[src/rtl/pipe_ctrl.sv]
// pipe_ctrl: pipeline sequencing for the 5-stage MIPS core.
// Owns stall/flush/bubble controls, stage valids, mult/div FSM, stall counter.
module pipe_ctrl #(
    parameter int MD_CYCLES = 32,
    parameter int CNT_W     = 6,
    parameter int PERF_W    = 16
) (
    input  logic              clk,
    input  logic              rst_n,
    input  logic              ld_stall,
    input  logic              redirect,
    input  logic              md_start,
    input  logic              md_use,
    input  logic              perf_clr,
    output logic              pc_we,
    output logic              ifid_we,
    output logic              ifid_flush,
    output logic              idex_bubble,
    output logic              id_valid,
    output logic              ex_valid,
    output logic              mem_valid,
    output logic              wb_valid,
    output logic              md_busy,
    output logic              md_done,
    output logic [PERF_W-1:0] perf_stall
);

    typedef enum logic [1:0] {
        MD_IDLE,
        MD_BUSY,
        MD_DONE
    } md_state_t;

    localparam logic [CNT_W-1:0]  MD_LOAD  = CNT_W'(MD_CYCLES - 1);
    localparam logic [PERF_W-1:0] PERF_MAX = {PERF_W{1'b1}};

    md_state_t        state;
    logic [CNT_W-1:0] cnt;
    logic             stall_any;
    logic             md_accept;

    // Hazard resolution; outputs held safe while reset is asserted.
    always_comb begin
        stall_any   = id_valid &
                      (ld_stall | (md_busy & (md_use | md_start)));
        md_accept   = md_start & id_valid & ~stall_any & ~md_busy;
        pc_we       = rst_n & ~stall_any;
        ifid_we     = rst_n & ~stall_any;
        ifid_flush  = rst_n & redirect & ~stall_any & id_valid;
        idex_bubble = ~rst_n | stall_any | ~id_valid;
    end

    // Per-stage valid chain; a stall freezes ID and bubbles EX.
    always_ff @(posedge clk or negedge rst_n) begin
        if (!rst_n) begin
            id_valid  <= 1'b0;
            ex_valid  <= 1'b0;
            mem_valid <= 1'b0;
            wb_valid  <= 1'b0;
        end else begin
            if (ifid_flush)
                id_valid <= 1'b0;
            else if (!stall_any)
                id_valid <= 1'b1;
            ex_valid  <= id_valid & ~stall_any;
            mem_valid <= ex_valid;
            wb_valid  <= mem_valid;
        end
    end

    // Mult/div occupancy FSM with registered busy/done flags.
    always_ff @(posedge clk or negedge rst_n) begin
        if (!rst_n) begin
            state   <= MD_IDLE;
            cnt     <= '0;
            md_busy <= 1'b0;
            md_done <= 1'b0;
        end else begin
            unique case (state)
                MD_IDLE: begin
                    md_done <= 1'b0;
                    if (md_accept) begin
                        state   <= MD_BUSY;
                        cnt     <= MD_LOAD;
                        md_busy <= 1'b1;
                    end
                end
                MD_BUSY: begin
                    if (cnt == '0) begin
                        state   <= MD_DONE;
                        md_busy <= 1'b0;
                        md_done <= 1'b1;
                    end else begin
                        cnt <= cnt - 1'b1;
                    end
                end
                MD_DONE: begin
                    md_done <= 1'b0;
                    if (md_accept) begin
                        state   <= MD_BUSY;
                        cnt     <= MD_LOAD;
                        md_busy <= 1'b1;
                    end else begin
                        state <= MD_IDLE;
                    end
                end
                default: begin
                    state   <= MD_IDLE;
                    cnt     <= '0;
                    md_busy <= 1'b0;
                    md_done <= 1'b0;
                end
            endcase
        end
    end

    // Saturating stall counter; clear beats increment.
    always_ff @(posedge clk or negedge rst_n) begin
        if (!rst_n)
            perf_stall <= '0;
        else if (perf_clr)
            perf_stall <= '0;
        else if (stall_any && perf_stall != PERF_MAX)
            perf_stall <= perf_stall + 1'b1;
    end

endmodule

[config.mk]
export PLATFORM = sky130hd
export DESIGN_NAME = pipe_ctrl
export DESIGN_NICKNAME = d
export VERILOG_FILES = /design/src/rtl/pipe_ctrl.sv
export SDC_FILE = /design/constraint.sdc
export NUM_CORES = 1
export LEC_CHECK = 0
export CELL_PAD_IN_SITES_DETAIL_PLACEMENT = 0
export CELL_PAD_IN_SITES_GLOBAL_PLACEMENT = 2
export CORE_MARGIN = 2
export CORE_UTILIZATION = 28
export CTS_CLUSTER_SIZE = 30
export DETAILED_ROUTE_END_ITERATION = 8
export PLACE_DENSITY_LB_ADDON = 0.1
export SLEW_MARGIN = 20
export SYNTH_ARGS = -nofsm -noshare
export SYNTH_HDL_FRONTEND = slang
export SYNTH_SLANG_ARGS = --single-unit
[constraint.sdc]
create_clock -name clk -period 1.4 [get_ports clk]
set_input_delay 0.14 -clock clk [delete_from_list [all_inputs] [get_ports clk]]
set_output_delay 0.14 -clock clk [all_outputs]
set_load 0.05 [all_outputs]
==> results of run 1 <==
power by group through the flow:
stage               combinational, W  clock, W  sequential (W)
CTS                         0.000271  0.000770        0.000891
finish                      0.000277  0.000751        0.000891
detailed placement          0.000247         0        0.000907
global placement            0.000240         0        0.000906
global route                0.000294  0.000819        0.000892
floorplan                  0.0000531         0        0.000951
cell families after synthesis:
logic type	synth area share
AO/OA/AOI/OAI	0.217
XOR/XNOR	0.00549
adder cells (fa/ha/maj)	0.0235
buffers and inverters	0.0329
flip-flops	0.471
multiplexers	0.0141
AND/OR/NAND/NOR	0.236
metal layers:
layer	routed length (um)	vias to the layer above	global-route usage
met5	0	-	0
met1	2320	877	0.207
met4	63	0	0.0638
met3	239	9	0.0464
li1	-	851	-
met2	2650	41	0.284
flip-flops by register name (all words and copies together), names as in the netlist:
register    count
mem_valid       1
state           2
wb_valid        1
md_done         1
cnt             6
ex_valid        1
id_valid        1
perf_stall     16
md_busy         1
path summary, 6_finish.rpt:
kind,to,slack (ns),startpoint
setup reg to reg,perf_stall[15],-0.23,perf_stall[10]
hold reg to reg,wb_valid,0.38,mem_valid
min in group clk,wb_valid,0.38,mem_valid
setup / recovery,perf_stall[15],-0.23,perf_stall[10]
max in group asynchronous,id_valid,0.68,rst_n
hold / removal,mem_valid,0.14,rst_n
layout make-up:
class / count / area (sq um) / area share
Multi-Input combinational cell: 118 / 1170 / 0.352
Timing Repair Buffer: 109 / 1160 / 0.349
Sequential cell: 30 / 773 / 0.233
Tap cell: 72 / 90.1 / 0.0271
Clock buffer: 6 / 82.6 / 0.0249
Inverter: 8 / 36.3 / 0.0109
Clock inverter: 2 / 12.5 / 0.00377
layout by cell type (no fill, tap or decap), types with 3 or more instances in the layout:
master	count
sky130_fd_sc_hd__clkdlybuf4s50_1	5
sky130_fd_sc_hd__buf_4	70
sky130_fd_sc_hd__nand2_1	4
sky130_fd_sc_hd__a21oi_2	5
sky130_fd_sc_hd__buf_12	23
sky130_fd_sc_hd__nand4_1	3
sky130_fd_sc_hd__nand3_1	4
sky130_fd_sc_hd__o21ai_0	4
sky130_fd_sc_hd__nor2_1	8
sky130_fd_sc_hd__inv_1	4
sky130_fd_sc_hd__a21oi_1	11
sky130_fd_sc_hd__and4_4	3
sky130_fd_sc_hd__clkbuf_8	6
sky130_fd_sc_hd__dfrtp_1	12
sky130_fd_sc_hd__o31ai_1	6
sky130_fd_sc_hd__or4_4	5
sky130_fd_sc_hd__a31oi_4	3
sky130_fd_sc_hd__dfrtp_2	18
sky130_fd_sc_hd__nor4_4	4
sky130_fd_sc_hd__or4_1	3
sky130_fd_sc_hd__buf_6	10
sky130_fd_sc_hd__or3_1	5
repair_timing:
item / 4_1_cts / 5_1_grt
gates cloned: 0 / 0
gates resized for setup: 28 / 41
buffers inserted: 17 / 5
setup endpoints to repair: 23 / 27
pin swaps: 11 / 26
per-stage QoR:
stage                      util  setup TNS, ns  cell area, sq um
after CTS                 0.557          -2.80              3070
after global placement    0.496          -6.73              2730
after global routing      0.603          -4.45              3320
after floorplan               -          -3.72              1700
after detailed placement  0.496          -7.34              2730
final                     0.603          -3.09              3320
==> impl_metrics.csv, run 1 <==
group,metric,value,unit
die,effective_utilization_at_floorplan,0.290,
cells_and_area,area_growth,108,%
clock_tree,clockRootBuffer,"sky130_fd_sc_hd__clkbuf_8",
clock_tree,ctsLongestPathBuffers,2,
logic_synthesis,synthArstFlopShare,1.00,
timing,hold_ws,0.139,ns
timing,worstMarginPinSlew,0.401,ns
worst_setup_path,arrival,1.85,ns
clock_tree,cts-buffers-inserted,5,
place,place_congestion,0.821,
timing,setup_viol,21,
worst_setup_path,cp_num_cells,6,
cells_and_area,total_of_fill_cells_in_the_finished_design,454,
cells_and_area,num-nets-final,282,
worst_setup_path,critical_path_buf_inv_count,2,
power,p_int,0.00140,W
clock_tree,tritoncts,"yes",
worst_setup_path,crit_fanout,8,
logic_synthesis,synth-main-ff-cell,"sky130_fd_sc_hd__dfrtp_1",
logic_synthesis,yosys_warnings,0,
logic_synthesis,synth_enable_flop_cells,0,
die,die-width,79.5,um
route,firstDrtPassIters,4,
worst_setup_path,critical_path.max_stage_delay,0.54,ns
global_routing,grt_antenna_before_repair,0,
logic_synthesis,netlist.area_leader.share,0.471,
worst_setup_path,critPathLaunchType,"flop",
logic_synthesis,synth_fp_nets,171,
route,vias,1778,
logic_synthesis,synth_top_cells_by_count,"sky130_fd_sc_hd__dfrtp_1 (30), sky130_fd_sc_hd__a21oi_1 (16), sky130_fd_sc_hd__o21ai_0 (9)",
power,ir_drop,0.281,mV
logic_synthesis,postSynthRegisterBits,30,
global_routing,maximum_number_of_pins_on_one_net_before_global_route_repair,18,
route,dr_iter_0_viols,84,
logic_synthesis,synth.distinct_cells,41,
worst_setup_path,crit_path_top_delay_cell,"sky130_fd_sc_hd__or4_4",
global_routing,track_usage,0.170,
worst_setup_path,timing.setup.critical_path_class,"reg -> reg",
clock_tree,clock_sinks,30,
clock_tree,insertion_delay,0.29,ns
power,total_switching_power,0.000515,W
power,fin_total_pwr,0.00192,W
route,remaining_drc_errors,0,
logic_synthesis,netlist_area,0.00160,sq mm
power,static-leakage-power,1.39,nW
run_status,run_status,"finished with violations",
place,port-buffer-count,32,
route,wirelength,5270,um
timing,clock.fmax,613,MHz
route,drt-vias-per-instance,5.15,
logic_synthesis,syn_avg_cell_area,9.91,sq um
timing,worst_clock_skew,0.00964,ns
place,place_inst,316,
worst_hold_path,min-delay-path-class,"in -> async",
run,timing.max_cap.violations,0,
clock_tree,cts.hold.buffers_added,0,
timing,grt_setup_unrepaired,"true",
die,placementRows,27,
logic_synthesis,synth_seq_area_share,0.471,
timing,post-route-worst-setup-slack,-0.231,ns
worst_setup_path,cp-end-kind,"flop",
timing,final_max_slew_viol_count,0,
route,wl_per_cell,15.3,um
die,ios,33,
power,sw_frac_of_total,0.268,
timing,post-route-period-util,1.17,
die,floorplan.die_area,0.00632,sq mm
worst_setup_path,critical_path_required,1.62,ns
global_routing,first_pass_grt_wire_length,8480,um
cells_and_area,post_route_cells_drive_above_1_share,0.667,
power,power.clock.fraction,0.391,
route,route.antenna.remaining_nets,0,
worst_setup_path,register_to_register_path_depth,6,
power,power_frac_seq,0.465,
power,power.density_cell_area,578,mW/mm^2
power,pwr-share-comb,0.144,
timing,final_period_minus_worst_setup_slack,1.63,ns
cells_and_area,antenna_diodes,0,
clock_tree,cts.reportedPaths.clkPinSlew,0.08,ns
global_routing,grt_pass1_vias,1810,
logic_synthesis,number_of_instances_in_the_synthesized_netlist,161,
worst_setup_path,path_delay_family,"simple AND/OR/NAND/NOR gates",
timing,slew-limit-headroom,0.732,
place,dpl_worst_slack,-0.373,ns
logic_synthesis,synth_largest_area_cell,"sky130_fd_sc_hd__dfrtp_1",
cells_and_area,final_cells,345,
global_routing,globalRouteOverflowTotal,0,
clock_tree,h-tree-depth,2,
logic_synthesis,leading_cell_type_by_number_of_instances_after_synthesis,"sky130_fd_sc_hd__dfrtp_1",
worst_setup_path,path_cells,"nand4_1 > buf_4 > buf_6 > nor3_4 > or4_4 > a21oi_2",
run_status,failed_checks,"negative setup slack",
logic_synthesis,synth.top_cells.by_area,"sky130_fd_sc_hd__dfrtp_1 (47%), sky130_fd_sc_hd__a21oi_1 (5.0%), sky130_fd_sc_hd__o31ai_1 (3.8%)",
place,dpl.hpwl,3550,um
timing,finalHoldViolations,0,
die,die_height,79.5,um
die,core_region_area,0.00551,sq mm
Note: power is estimated with default switching activity, not from simulation.
==> inputs of run 2 (changes only) <==
--- a/config.mk
+++ b/config.mk
@@ -12,7 +12,6 @@
 export CTS_CLUSTER_SIZE = 30
 export DETAILED_ROUTE_END_ITERATION = 8
 export PLACE_DENSITY_LB_ADDON = 0.1
-export SLEW_MARGIN = 20
 export SYNTH_ARGS = -nofsm -noshare
 export SYNTH_HDL_FRONTEND = slang
 export SYNTH_SLANG_ARGS = --single-unit
==> results of run 2 <==
The final DEF is identical to that of run 1; final timing and power are the same.
==> inputs of run 3 (changes only) <==
--- a/config.mk
+++ b/config.mk
@@ -8,7 +8,7 @@
 export CELL_PAD_IN_SITES_DETAIL_PLACEMENT = 0
 export CELL_PAD_IN_SITES_GLOBAL_PLACEMENT = 2
 export CORE_MARGIN = 2
-export CORE_UTILIZATION = 28
+export CORE_UTILIZATION = 31
 export CTS_CLUSTER_SIZE = 30
 export DETAILED_ROUTE_END_ITERATION = 8
 export PLACE_DENSITY_LB_ADDON = 0.1
==> constraint.sdc (replaced) <==
create_clock -name clk -period 1.8 [get_ports clk]
set_input_delay 0.18 -clock clk [delete_from_list [all_inputs] [get_ports clk]]
set_output_delay 0.18 -clock clk [all_outputs]
set_load 0.05 [all_outputs]
==> impl_metrics.csv, run 3 (same netlist as run 1, synthesis figures left out) <==
group,metric,value,unit
run_status,run_status,"finished clean",
global_routing,maximum_number_of_pins_on_one_net_before_global_route_repair,26,
timing,hold_ws,0.366,ns
clock_tree,cts.reportedPaths.clkPinSlew,0.07,ns
die,floorplan.die_area,0.00574,sq mm
power,power.density_cell_area,705,mW/mm^2
place,dpl.hpwl,3180,um
place,place_inst,279,
cells_and_area,final_cells,294,
route,dr_iter_0_viols,68,
cells_and_area,area_growth,51.5,%
global_routing,grt_pass1_vias,1490,
worst_hold_path,min-delay-path-class,"in -> async",
power,fin_total_pwr,0.00170,W
worst_setup_path,timing.setup.critical_path_class,"reg -> reg",
place,dpl_worst_slack,-0.142,ns
die,effective_utilization_at_floorplan,0.316,
worst_setup_path,arrival,1.95,ns
place,place_congestion,0.775,
clock_tree,h-tree-depth,2,
worst_setup_path,critPathLaunchType,"flop",
timing,finalHoldViolations,0,
cells_and_area,layout.cells.most_common,"sky130_fd_sc_hd__buf_4",
global_routing,globalRouteOverflowTotal,0,
cells_and_area,largest_register_ff_count,16,
route,wirelength,4310,um
die,placementRows,26,
cells_and_area,layout_common_cells,"sky130_fd_sc_hd__buf_4 (33), sky130_fd_sc_hd__clkdlybuf4s50_1 (22), sky130_fd_sc_hd__dfrtp_2 (16)",
route,wl_per_cell,14.7,um
cells_and_area,num-nets-final,233,
worst_setup_path,crit_fanout,5,
route,remaining_drc_errors,0,
place,port-buffer-count,32,
die,ios,33,
timing,grt_setup_unrepaired,"true",
power,static-leakage-power,0.973,nW
cells_and_area,post_route_cells_drive_above_1_share,0.339,
worst_setup_path,critical_path_required,2.00,ns
worst_setup_path,setup.worst_path.start,"perf_stall[0]",
route,firstDrtPassIters,4,
timing,worstMarginPinSlew,0.503,ns
clock_tree,ctsLongestPathBuffers,2,
timing,worst_clock_skew,0.00773,ns
route,vias,1528,
clock_tree,cts-buffers-inserted,5,
clock_tree,cts.hold.buffers_added,0,
timing,clock.fmax,571,MHz
worst_setup_path,r2r_start,"perf_stall[0]",
global_routing,grt_antenna_before_repair,0,
timing,final_max_slew_viol_count,0,
clock_tree,clockRootBuffer,"sky130_fd_sc_hd__clkbuf_8",
clock_tree,insertion_delay,0.28,ns
global_routing,track_usage,0.162,
timing,final_period_minus_worst_setup_slack,1.75,ns
cells_and_area,regMostFlops,"perf_stall",
run,timing.max_cap.violations,0,
route,route.antenna.remaining_nets,0,
worst_setup_path,worstSetupEndpoint,"perf_stall[14]",
worst_setup_path,register_to_register_path_depth,6,
timing,post-route-worst-setup-slack,0.0492,ns
route,drt-vias-per-instance,5.20,
timing,post-route-period-util,0.973,
clock_tree,tritoncts,"yes",
timing,setup_viol,0,
clock_tree,clock_sinks,30,
worst_setup_path,cp-end-kind,"flop",
cells_and_area,antenna_diodes,0,
worst_setup_path,endpoint_of_the_worst_register_to_register_path,"perf_stall[14]",
die,core_region_area,0.00504,sq mm
global_routing,first_pass_grt_wire_length,7000,um
cells_and_area,top_regs,"perf_stall: 16 flops, cnt: 6 flops, state: 2 flops",
timing,slew-limit-headroom,0.664,
die,die_height,75.7,um
die,die-width,75.7,um
worst_setup_path,timing.reg2reg.setup_slack,0.05,ns
power,ir_drop,0.345,mV
cells_and_area,total_of_fill_cells_in_the_finished_design,488,
## run 3: cell count changes in the layout (fill, tap and decap cells not counted), sizes merged
cell	change
clkinv	-1
buf	-66
clkinvlp	-2
inv	+1
clkdlybuf4s15	+1
bufinv	+2
clkdlybuf4s50	+17
dlygate4sd2	-1
## run 3: per-layer routing
layer / up-vias / routed length (um) / track usage
met5: - / 0 / 0
met4: 0 / 50 / 0.0565
met2: 20 / 2350 / 0.280
li1: 751 / - / -
met3: 6 / 107 / 0.0410
met1: 751 / 1800 / 0.196
## run 3: worst min-delay path by stage
| stage | endpoint | slack [ns] | cells past startpoint |
|---|---|---|---|
| after floorplan | cnt[0] | -0.12 | 0 |
| after detailed placement | mem_valid | 0.36 | 0 |
| after CTS | id_valid | 0.38 | 2 |
| final | perf_stall[1] | 0.37 | 2 |
| after global placement | mem_valid | 0.36 | 0 |
| after global routing | perf_stall[2] | 0.38 | 2 |
## run 3: power by group
part           switching, W  leakage (nW)  internal, W
Combinational     0.0000938         0.542    0.0000636
Clock              0.000265        0.0714     0.000591
Sequential       0.00000613         0.360     0.000684
## run 3: final cells by class
| type | count | area [sq um] | share of cell area |
|---|---|---|---|
| multi-input combinational | 118 | 826 | 0.342 |
| timing repair buffer | 60 | 559 | 0.231 |
| clock inverter | 2 | 60.1 | 0.0249 |
| clock buffer | 6 | 82.6 | 0.0342 |
| sequential | 30 | 771 | 0.319 |
| inverter | 8 | 30.0 | 0.0124 |
| tap | 70 | 87.6 | 0.0363 |
## run 3: critical path, stage by stage (launching register included)
cell                      delay, ns
sky130_fd_sc_hd__dfrtp_2       0.37
sky130_fd_sc_hd__ha_2          0.21
sky130_fd_sc_hd__and4_1        0.20
sky130_fd_sc_hd__o21ai_2       0.08
sky130_fd_sc_hd__buf_4         0.16
sky130_fd_sc_hd__or4_4         0.51
sky130_fd_sc_hd__a21oi_2       0.15
## run 3: what timing repair did
item / 4_1_cts / 5_1_grt
setup endpoints to repair: 3 / 9
resized for setup: 2 / 9
gates cloned: 0 / 1
pin swaps: 0 / 1
buffers inserted: 0 / 6
## run 3: stage by stage
step | utilization | TNS (ns) | area (sq um)
6_report | 0.479 | 0 | 2420
3_5_place_dp | 0.435 | -0.545 | 2190
4_1_cts | 0.464 | 0 | 2340
5_1_grt | 0.479 | -0.0597 | 2420
2_1_floorplan | - | 0 | 1620
3_3_place_gp | 0.435 | -0.213 | 2190
